$ cat src/rtl/rc522_pkg.sv
// Shared types and constants for the RC522 register-access arbiter:
// FSM states, well-known RC522 register addresses and the address-byte encoder.
package rc522_pkg;

    typedef enum logic [2:0] {
        IDLE      = 3'd0,
        ADDR_LOAD = 3'd1,
        ADDR_WAIT = 3'd2,
        GAP       = 3'd3,
        DATA_LOAD = 3'd4,
        DATA_WAIT = 3'd5,
        FINISH    = 3'd6
    } arb_state_e;

    localparam logic [5:0] TX_MODE_REG    = 6'h12;
    localparam logic [5:0] RX_MODE_REG    = 6'h13;
    localparam logic [5:0] TX_CONTROL_REG = 6'h14;
    localparam logic [5:0] TX_ASK_REG     = 6'h15;
    localparam logic [5:0] MOD_WIDTH_REG  = 6'h24;
    localparam logic [5:0] TMODE_REG      = 6'h2A;

    localparam logic [7:0] READ_DUMMY_BYTE = 8'h00;

    // RC522 SPI address byte: MSB selects read, LSB is always zero.
    function automatic logic [7:0] addr_byte(input logic rw, input logic [5:0] addr);
        return {rw, addr, 1'b0};
    endfunction

endpackage

$ cat src/rtl/rc522_spi_arbiter_rr.sv
// Round-robin requester selection: the index at ptr has highest priority,
// priority decreasing with wrap-around distance from ptr.
module rr_arbiter #(
    parameter int NREQ = 2,
    parameter int IW   = 1
) (
    input  logic [NREQ-1:0] req,
    input  logic [IW-1:0]   ptr,
    output logic [NREQ-1:0] gnt_oh,
    output logic [IW-1:0]   gnt_idx,
    output logic            any
);

    int best_s;
    int dist_s;

    // Pick the requesting index closest (cyclically) to the priority pointer.
    always_comb begin
        best_s  = NREQ;
        dist_s  = 0;
        gnt_idx = '0;
        for (int k = 0; k < NREQ; k++) begin
            if (req[k]) begin
                dist_s = (k + NREQ - int'(ptr)) % NREQ;
                if (dist_s < best_s) begin
                    best_s  = dist_s;
                    gnt_idx = IW'(k);
                end else begin
                    best_s = best_s;
                end
            end else begin
                dist_s = dist_s;
            end
        end
        any = (best_s < NREQ);
        for (int k = 0; k < NREQ; k++) begin
            gnt_oh[k] = any && (gnt_idx == IW'(k));
        end
    end

endmodule

$ cat src/rtl/rc522_spi_arbiter.sv
// Arbitrates several requesters onto one spi_master for two-byte RC522
// register reads/writes, with per-phase busy timeouts.
module rc522_spi_arbiter
    import rc522_pkg::*;
#(
    parameter int          NREQ        = 2,
    parameter logic [27:0] TIMEOUT_CYC = 28'd50000000,
    parameter int          GAP_CYC     = 8
) (
    input  logic              CLOCK_50,
    input  logic              reset,
    input  logic [NREQ-1:0]   req,
    input  logic [NREQ-1:0]   req_rw,
    input  logic [6*NREQ-1:0] req_addr,
    input  logic [8*NREQ-1:0] req_wdata,
    output logic [NREQ-1:0]   gnt,
    output logic [NREQ-1:0]   done,
    output logic [7:0]        rdata,
    output logic              timeout,
    output logic              spi_start,
    output logic [7:0]        spi_data_in,
    input  logic              spi_busy,
    input  logic [7:0]        spi_data_out
);

    localparam int IW = (NREQ > 1) ? $clog2(NREQ) : 1;

    arb_state_e      state_q, state_d;
    logic            load_ph_q, load_ph_d;
    logic            seen_busy_q, seen_busy_d;
    logic [27:0]     cnt_q, cnt_d;
    logic [IW-1:0]   ptr_q, ptr_d;
    logic [IW-1:0]   own_q, own_d;
    logic            rw_q, rw_d;
    logic [5:0]      addr_q, addr_d;
    logic [7:0]      wdata_q, wdata_d;
    logic            to_q, to_d;
    logic [NREQ-1:0] gnt_q, gnt_d;
    logic [NREQ-1:0] done_q, done_d;
    logic [7:0]      rdata_q, rdata_d;
    logic            timeout_q, timeout_d;
    logic            spi_start_q, spi_start_d;
    logic [7:0]      spi_data_in_q, spi_data_in_d;

    logic [NREQ-1:0] arb_oh_s;
    logic [IW-1:0]   arb_idx_s;
    logic            arb_any_s;

    rr_arbiter #(.NREQ(NREQ), .IW(IW)) u_rr (
        .req     (req),
        .ptr     (ptr_q),
        .gnt_oh  (arb_oh_s),
        .gnt_idx (arb_idx_s),
        .any     (arb_any_s)
    );

    // Next-state and registered-output logic for the transaction sequencer.
    always_comb begin
        state_d       = state_q;
        load_ph_d     = load_ph_q;
        seen_busy_d   = seen_busy_q;
        cnt_d         = cnt_q;
        ptr_d         = ptr_q;
        own_d         = own_q;
        rw_d          = rw_q;
        addr_d        = addr_q;
        wdata_d       = wdata_q;
        to_d          = to_q;
        gnt_d         = '0;
        done_d        = '0;
        rdata_d       = rdata_q;
        timeout_d     = 1'b0;
        spi_start_d   = 1'b1;
        spi_data_in_d = spi_data_in_q;

        case (state_q)
            IDLE: begin
                if (arb_any_s) begin
                    gnt_d     = arb_oh_s;
                    own_d     = arb_idx_s;
                    rw_d      = req_rw[arb_idx_s];
                    addr_d    = req_addr[arb_idx_s*6 +: 6];
                    wdata_d   = req_wdata[arb_idx_s*8 +: 8];
                    to_d      = 1'b0;
                    load_ph_d = 1'b0;
                    state_d   = ADDR_LOAD;
                    if (arb_idx_s == IW'(NREQ - 1)) begin
                        ptr_d = '0;
                    end else begin
                        ptr_d = arb_idx_s + IW'(1);
                    end
                end else begin
                    state_d = IDLE;
                end
            end
            // Each LOAD state takes two cycles: byte first, then the start strobe.
            ADDR_LOAD, DATA_LOAD: begin
                if (!load_ph_q) begin
                    spi_data_in_d = (state_q == ADDR_LOAD) ? addr_byte(rw_q, addr_q)
                                  : (rw_q ? READ_DUMMY_BYTE : wdata_q);
                    load_ph_d     = 1'b1;
                end else begin
                    spi_start_d = 1'b0;
                    load_ph_d   = 1'b0;
                    seen_busy_d = 1'b0;
                    cnt_d       = 28'd0;
                    state_d     = (state_q == ADDR_LOAD) ? ADDR_WAIT : DATA_WAIT;
                end
            end
            ADDR_WAIT, DATA_WAIT: begin
                if (seen_busy_q && !spi_busy) begin
                    cnt_d = 28'd0;
                    if (state_q == ADDR_WAIT) begin
                        state_d = GAP;
                    end else begin
                        rdata_d = rw_q ? spi_data_out : rdata_q;
                        state_d = FINISH;
                    end
                end else if (cnt_q >= TIMEOUT_CYC - 28'd1) begin
                    to_d    = 1'b1;
                    state_d = FINISH;
                end else begin
                    cnt_d       = cnt_q + 28'd1;
                    seen_busy_d = seen_busy_q | spi_busy;
                end
            end
            GAP: begin
                if (cnt_q >= 28'(GAP_CYC - 1)) begin
                    cnt_d     = 28'd0;
                    load_ph_d = 1'b0;
                    state_d   = DATA_LOAD;
                end else begin
                    cnt_d = cnt_q + 28'd1;
                end
            end
            FINISH: begin
                done_d[own_q] = 1'b1;
                timeout_d     = to_q;
                state_d       = IDLE;
            end
            default: begin
                state_d = IDLE;
            end
        endcase
    end

    // State and output registers; reset abandons any transaction in flight.
    always_ff @(posedge CLOCK_50 or posedge reset) begin
        if (reset) begin
            state_q       <= IDLE;
            load_ph_q     <= 1'b0;
            seen_busy_q   <= 1'b0;
            cnt_q         <= 28'd0;
            ptr_q         <= '0;
            own_q         <= '0;
            rw_q          <= 1'b0;
            addr_q        <= 6'h00;
            wdata_q       <= 8'h00;
            to_q          <= 1'b0;
            gnt_q         <= '0;
            done_q        <= '0;
            rdata_q       <= 8'h00;
            timeout_q     <= 1'b0;
            spi_start_q   <= 1'b1;
            spi_data_in_q <= 8'h00;
        end else begin
            state_q       <= state_d;
            load_ph_q     <= load_ph_d;
            seen_busy_q   <= seen_busy_d;
            cnt_q         <= cnt_d;
            ptr_q         <= ptr_d;
            own_q         <= own_d;
            rw_q          <= rw_d;
            addr_q        <= addr_d;
            wdata_q       <= wdata_d;
            to_q          <= to_d;
            gnt_q         <= gnt_d;
            done_q        <= done_d;
            rdata_q       <= rdata_d;
            timeout_q     <= timeout_d;
            spi_start_q   <= spi_start_d;
            spi_data_in_q <= spi_data_in_d;
        end
    end

    assign gnt         = gnt_q;
    assign done        = done_q;
    assign rdata       = rdata_q;
    assign timeout     = timeout_q;
    assign spi_start   = spi_start_q;
    assign spi_data_in = spi_data_in_q;

endmodule
$ cat config.mk
export PLATFORM = sky130hd
export DESIGN_NAME = rc522_spi_arbiter
export DESIGN_NICKNAME = d
export VERILOG_FILES = /design/src/rtl/rc522_pkg.sv /design/src/rtl/rc522_spi_arbiter_rr.sv /design/src/rtl/rc522_spi_arbiter.sv
export SDC_FILE = /design/constraint.sdc
export NUM_CORES = 1
export LEC_CHECK = 0
export ABC_AREA = 1
export BUFFER_PORTS_ARGS = -buffer_cell sky130_fd_sc_hd__buf_2
export CORE_MARGIN = 3
export CORE_UTILIZATION = 61
export DETAILED_ROUTE_END_ITERATION = 12
export PLACE_DENSITY = 0.82
export SKIP_LAST_GASP = 1
export SLEW_MARGIN = 20
export SYNTH_ARGS = -nofsm -noshare
export SYNTH_HDL_FRONTEND = slang
export SYNTH_HIERARCHICAL = 1
export SYNTH_SLANG_ARGS = --single-unit
$ cat constraint.sdc
create_clock -name CLOCK_50 -period 4.5 [get_ports CLOCK_50]
set_input_delay 0.225 -clock CLOCK_50 [delete_from_list [all_inputs] [get_ports CLOCK_50]]
set_output_delay 0.225 -clock CLOCK_50 [all_outputs]
set_load 0.05 [all_outputs]
Word-level counts from Yosys, hierarchy flattened
Index checks and enable logic that the tools add are counted.

Order comparisons: 8. Reduce and logical (&&, ||, !) cells: 20. $mul: 1. Bitwise operators: 6. Equal/unequal tests: 14. Add/sub/neg operators: 4. Mux-type cells: 42. Shifts and indexed selects: 2.

Operators with widths (number): $mux 32 (4); $mux 28 (4); $pmux 28 s3 (1); $lt 2x32->1 (1); $lt 32x3->1 const B (1); $add 28x1->28 const B (1); $ge 28x26->1 const B (1); $ge 28x3->1 const B (1); $mux 3 (6); $mux 1 (17); $mux 8 (2); $shiftx 16x5->8 (1); $ne 2x2->1 const B (6); $pmux 3 s4 (1); $reduce_and 4->1 (3); $shiftx 12x5->6 (1); $eq 3x3->1 const B (3); $reduce_and 3->1 (3); $eq 3x2->1 const B (2); $mux 2 (3); $ne 3x3->1 const B (2); $reduce_bool 3->1 (2); $sub 2x1->3 const A (2); $logic_and 1x1->1 (4); other kinds (17) (25).

Word-level logic and storage cells: 113. Input bits: 43. Output and inout bits: 22. Register bits after elaboration: 73.

Logic depth before layout (Yosys ltp)
Depth in word-level cells: 12. Gate-level depth with buffers: 13.

By module
The synthesis kept the hierarchy.

Modules (own cells, without submodules): rc522_spi_arbiter (cells an instance 590, instances 1, area each 4122.7 sq um, sequential area each 1828.0 sq um); rr_arbiter (cells an instance 7, instances 1, area each 30.0 sq um, sequential area each 0.0 sq um).

Least setup slack after synthesis
Ideal clock, no wire load.

Path type: register -> register. Start point: register cnt_q[0]. End point: register cnt_q[17]. Path slack: 2760 ps. Stages on the path, launching flop included: 14. Data required time: 4377 ps. Buffers on the path: 2. Library setup time: 123 ps. Data arrival time: 1617 ps. Cells stage by stage: dfrtp_1 > ha_1 > nand2_1 > inv_1 > nand2_1 > nand2_1 > nand3_1 > nand2_1 > nand2_1 > nand2_1 > buf_6 > buf_6 > nand2_1 > o21ai_1.

Word-level cells in the longest chain between the ends: 4. Elaborated cells between the ends (all ways): 9.

RTL lines: from (decl) (RTL line rc522_spi_arbiter.sv:31) `logic [27:0] cnt_q, cnt_d;`; from (signal assigned) (RTL line rc522_spi_arbiter.sv:170) `cnt_q <= cnt_d;`; $add 28x1->28 (RTL line rc522_spi_arbiter.sv:123, rc522_spi_arbiter.sv:133); $mux 28 (RTL line rc522_spi_arbiter.sv:119) `end else if (cnt_q >= TIMEOUT_CYC - 28'd1) begin`; $mux 28 (RTL line rc522_spi_arbiter.sv:111) `if (seen_busy_q && !spi_busy) begin`; $pmux 28 s3 (RTL line rc522_spi_arbiter.sv:76) `case (state_q)`.

Parallel ways exist; a longest one is shown, timed or not. The select of a mux whose other input is x is not followed. A chain may end at the register's enable or synchronous reset.

Worst setup path after layout
Start point: register state_q[0]. End point: register cnt_q[10].

Word-level cells in the longest chain between the ends: 4. Elaborated cells between the ends (all ways): 12.

RTL lines: from (decl) (RTL line rc522_spi_arbiter.sv:28) `arb_state_e state_q, state_d;`; from (signal assigned) (RTL line rc522_spi_arbiter.sv:167) `state_q <= state_d;`; $eq 3x2->1, or another cell as far along (RTL line rc522_spi_arbiter.sv:76); $reduce_or 2->1 (RTL line rc522_spi_arbiter.sv:76); $ne 3x3->1 (no line), or another cell as far along; $reduce_and 3->1 (no line).

Parallel ways exist; a longest one is shown, timed or not.

==> impl_metrics.ini <==
[finish]
area_growth_pct = 12.38
layout.nets = 701
drive_gt1_share_pct = 15.76
layout_commonest_cell = nand2_1
final_cell_mix = nand2_1, nor2_1, dfrtp_1, buf_2, inv_1
postLayoutCoreUtil_pct = 72.26
antennaDiodeCount = 0

[sta]
rsz0062_at_grt = no
maxSlewViolCount = 0
min_period_ns = 2.816
fin_crit_sh_pct = 62.57
setup_viol_count_final = 0
fin_skew_ns = 0.005443
fin_tns_setup_ns = 0
fmax_mhz = 355.2
max_slew_margin_pct = 47.80
finalHoldViolations = 0
worst_pin_slew_ns = 0.7811

[clock_network]
cts_resized = 0
root_buffer = clkbuf_8
insertion_delay_ns = 0.34
numCtsBuffers = 9
cts_setup_buffers = 0
clkTransAtPathRegs_ns = 0.07
cts_tree = built
cts.sink_count = 73
holdBufCountCts = 0
clock_path_buffers = 2
cts_max_level = 3

[worst_setup_path]
critPathKind = flop to flop
crit_top_cell = nand2_1
worstRegToRegCells = 9
crit_fanout = 25
critPathLaunch = state_q[0]
cp.required_ns = 4.72
worstPathCellList = nor2_1 -> nand2_1 -> nand2_1 -> inv_2 -> nor2_4 -> a21oi_2 -> nand2_1 -> buf_4 -> o21ai_0
regToRegEndpoint = cnt_q[10]
cp-start-kind = flop
slowest_delay_ns = 0.60
regToRegStartpoint = state_q[0]
cp-end-kind = flop
ff2ff_setup_slack_ns = 1.68
critPathSlowestCell = nand2_1
critPathArrivalTime_ns = 3.03

[global_routing]
grt_overflow = 0
grt_pass1_wl_um = 17170
grt_max_degree = 38
grt.total_usage_pct = 27.94
grt_pass1_vias = 3730
antenna_found_initial = 0

[run]
maxCapViolCount = 0

[floorplanning]
die-height_um = 88.51
initial_core_util_pct = 64.30
ios = 65
dieArea_um2 = 7834
num_rows = 29
chipWidth_um = 88.51
core_um2 = 6459

[yosys]
netlist_area_um2 = 4153
syn-mean-instance-area_um2 = 6.956
synth.distinct_cells = 30
ys.warnings.count = 6
syn_nets = 641
synth_cells = 597
synth_edf_count = 0
ys.flop_type = dfrtp_1
ys_ff_latch = 73
yosysTopAreaCell = dfrtp_1
yosysSeqAreaShare_pct = 44.02
async_reset_ff_share_pct = 100.0
netlist_top_cells_area = dfrtp_1, nand2_1, nor2_1
yosys.area.top_type_share_pct = 43.39

[power]
cellLeakagePower_nw = 2.318
power.density_nw_per_um2 = 595.6
peakVddDrop_mv = 0.3824

[place]
portBuffers = 64
gp_congestion = 0.9048
dp_hpwl_um = 7599

[routing]
vias_per_cell = 5.594
drc = 0
dr.first_iter.drc_count = 322
vias = 4123
drtAntennaViolNets = 0
first_pass_iters = 6
routed_wl_um = 10250
wire_per_inst_um = 13.91

[worst_hold_path]
hold_path.class = input pin to asynchronous set/reset pin

[status]
status = complete, no violations
-- worst max-delay path by stage --
stage                endpoint  cells after the start
CTS                 cnt_q[10]                      9
global route        cnt_q[10]                     10
finish              cnt_q[10]                      9
detailed placement  cnt_q[10]                      9
floorplan           addr_q[0]                      1
global placement    cnt_q[10]                      9
-- where the power goes --
part,internal [W],total (W),leakage [nW],switching [W]
logic,0.000323,0.00129,1.27,0.000964
registers,0.000847,0.000993,0.961,0.000146
clock network,0.000265,0.000499,0.0913,0.000235
-- metal layers --
metal	track usage [%]	vias up	wire, um
li1	-	2042	-
met1	40.85	1868	4675
met2	41.26	194	4542
met3	6.145	19	867
met4	9.341	0	166
met5	0	-	0
-- flip-flops by register name, summed over array words and instances (netlist names), 2 cells and up --
register,cells
cnt_q,28
rdata,8
addr_q,6
spi_data_in,8
done,2
wdata_q,8
gnt,2
state_q,3
-- cells by family after synthesis --
family | count (synthesis) | synth area share [%]
adder cells (fa/ha/maj) | 1 | 0.3012
AO/OA/AOI/OAI | 61 | 7.954
AND/OR/NAND/NOR | 378 | 38.99
XOR/XNOR | 2 | 0.4219
flip-flops | 73 | 44.02
buffers and inverters | 82 | 8.316
-- cell usage after synthesis (2+ instances only) --
| cell | instances |
|---|---|
| buf_2 | 6 |
| nor2_1 | 72 |
| nand2_4 | 2 |
| o21ai_1 | 23 |
| a21oi_1 | 5 |
| nor2_2 | 4 |
| a31oi_1 | 7 |
| nand3_1 | 41 |
| nand2_1 | 214 |
| buf_4 | 2 |
| inv_2 | 7 |
| clkbuf_1 | 6 |
| or2_2 | 4 |
| nand4_1 | 36 |
| xor2_1 | 2 |
| buf_6 | 3 |
| dfrtp_1 | 72 |
| o21ai_0 | 21 |
| nand3_2 | 2 |
| inv_1 | 58 |
-- worst max-delay path, delay by kind of cell (launching register included) --
family / cells / cell delay (ns)
and+or+nand+nor: 5 / 1.48
buffers and inverters: 2 / 0.45
DFF: 1 / 0.55
AOI/OAI and AO/OA: 2 / 0.20
-- layout make-up --
cell class / instances / area (um^2)
clock inverters: 3 / 42.54
repair buffers: 66 / 335.3
fillers: 523 / 1792
inverters: 65 / 244.0
flip-flops and latches: 73 / 1828
well taps: 77 / 96.34
clock buffers: 11 / 141.4
multi-input cells: 442 / 1979
-- stage by stage --
step | hold slack (ns) | cell area (um^2) | setup slack, ns | total power (W) | instances
floorplan | 0.3418 | 4153 | 2.423 | 0.002043 | 597
global placement | 0.3844 | 4483 | 1.896 | 0.002241 | 723
detailed placement | 0.3954 | 4483 | 1.750 | 0.002278 | 723
CTS | 0.03137 | 4667 | 1.718 | 0.002773 | 737
global route | 0.07661 | 4667 | 1.397 | 0.002973 | 737
finish | 0.002396 | 4667 | 1.684 | 0.002780 | 737
Power figures use the tool's default switching activity.
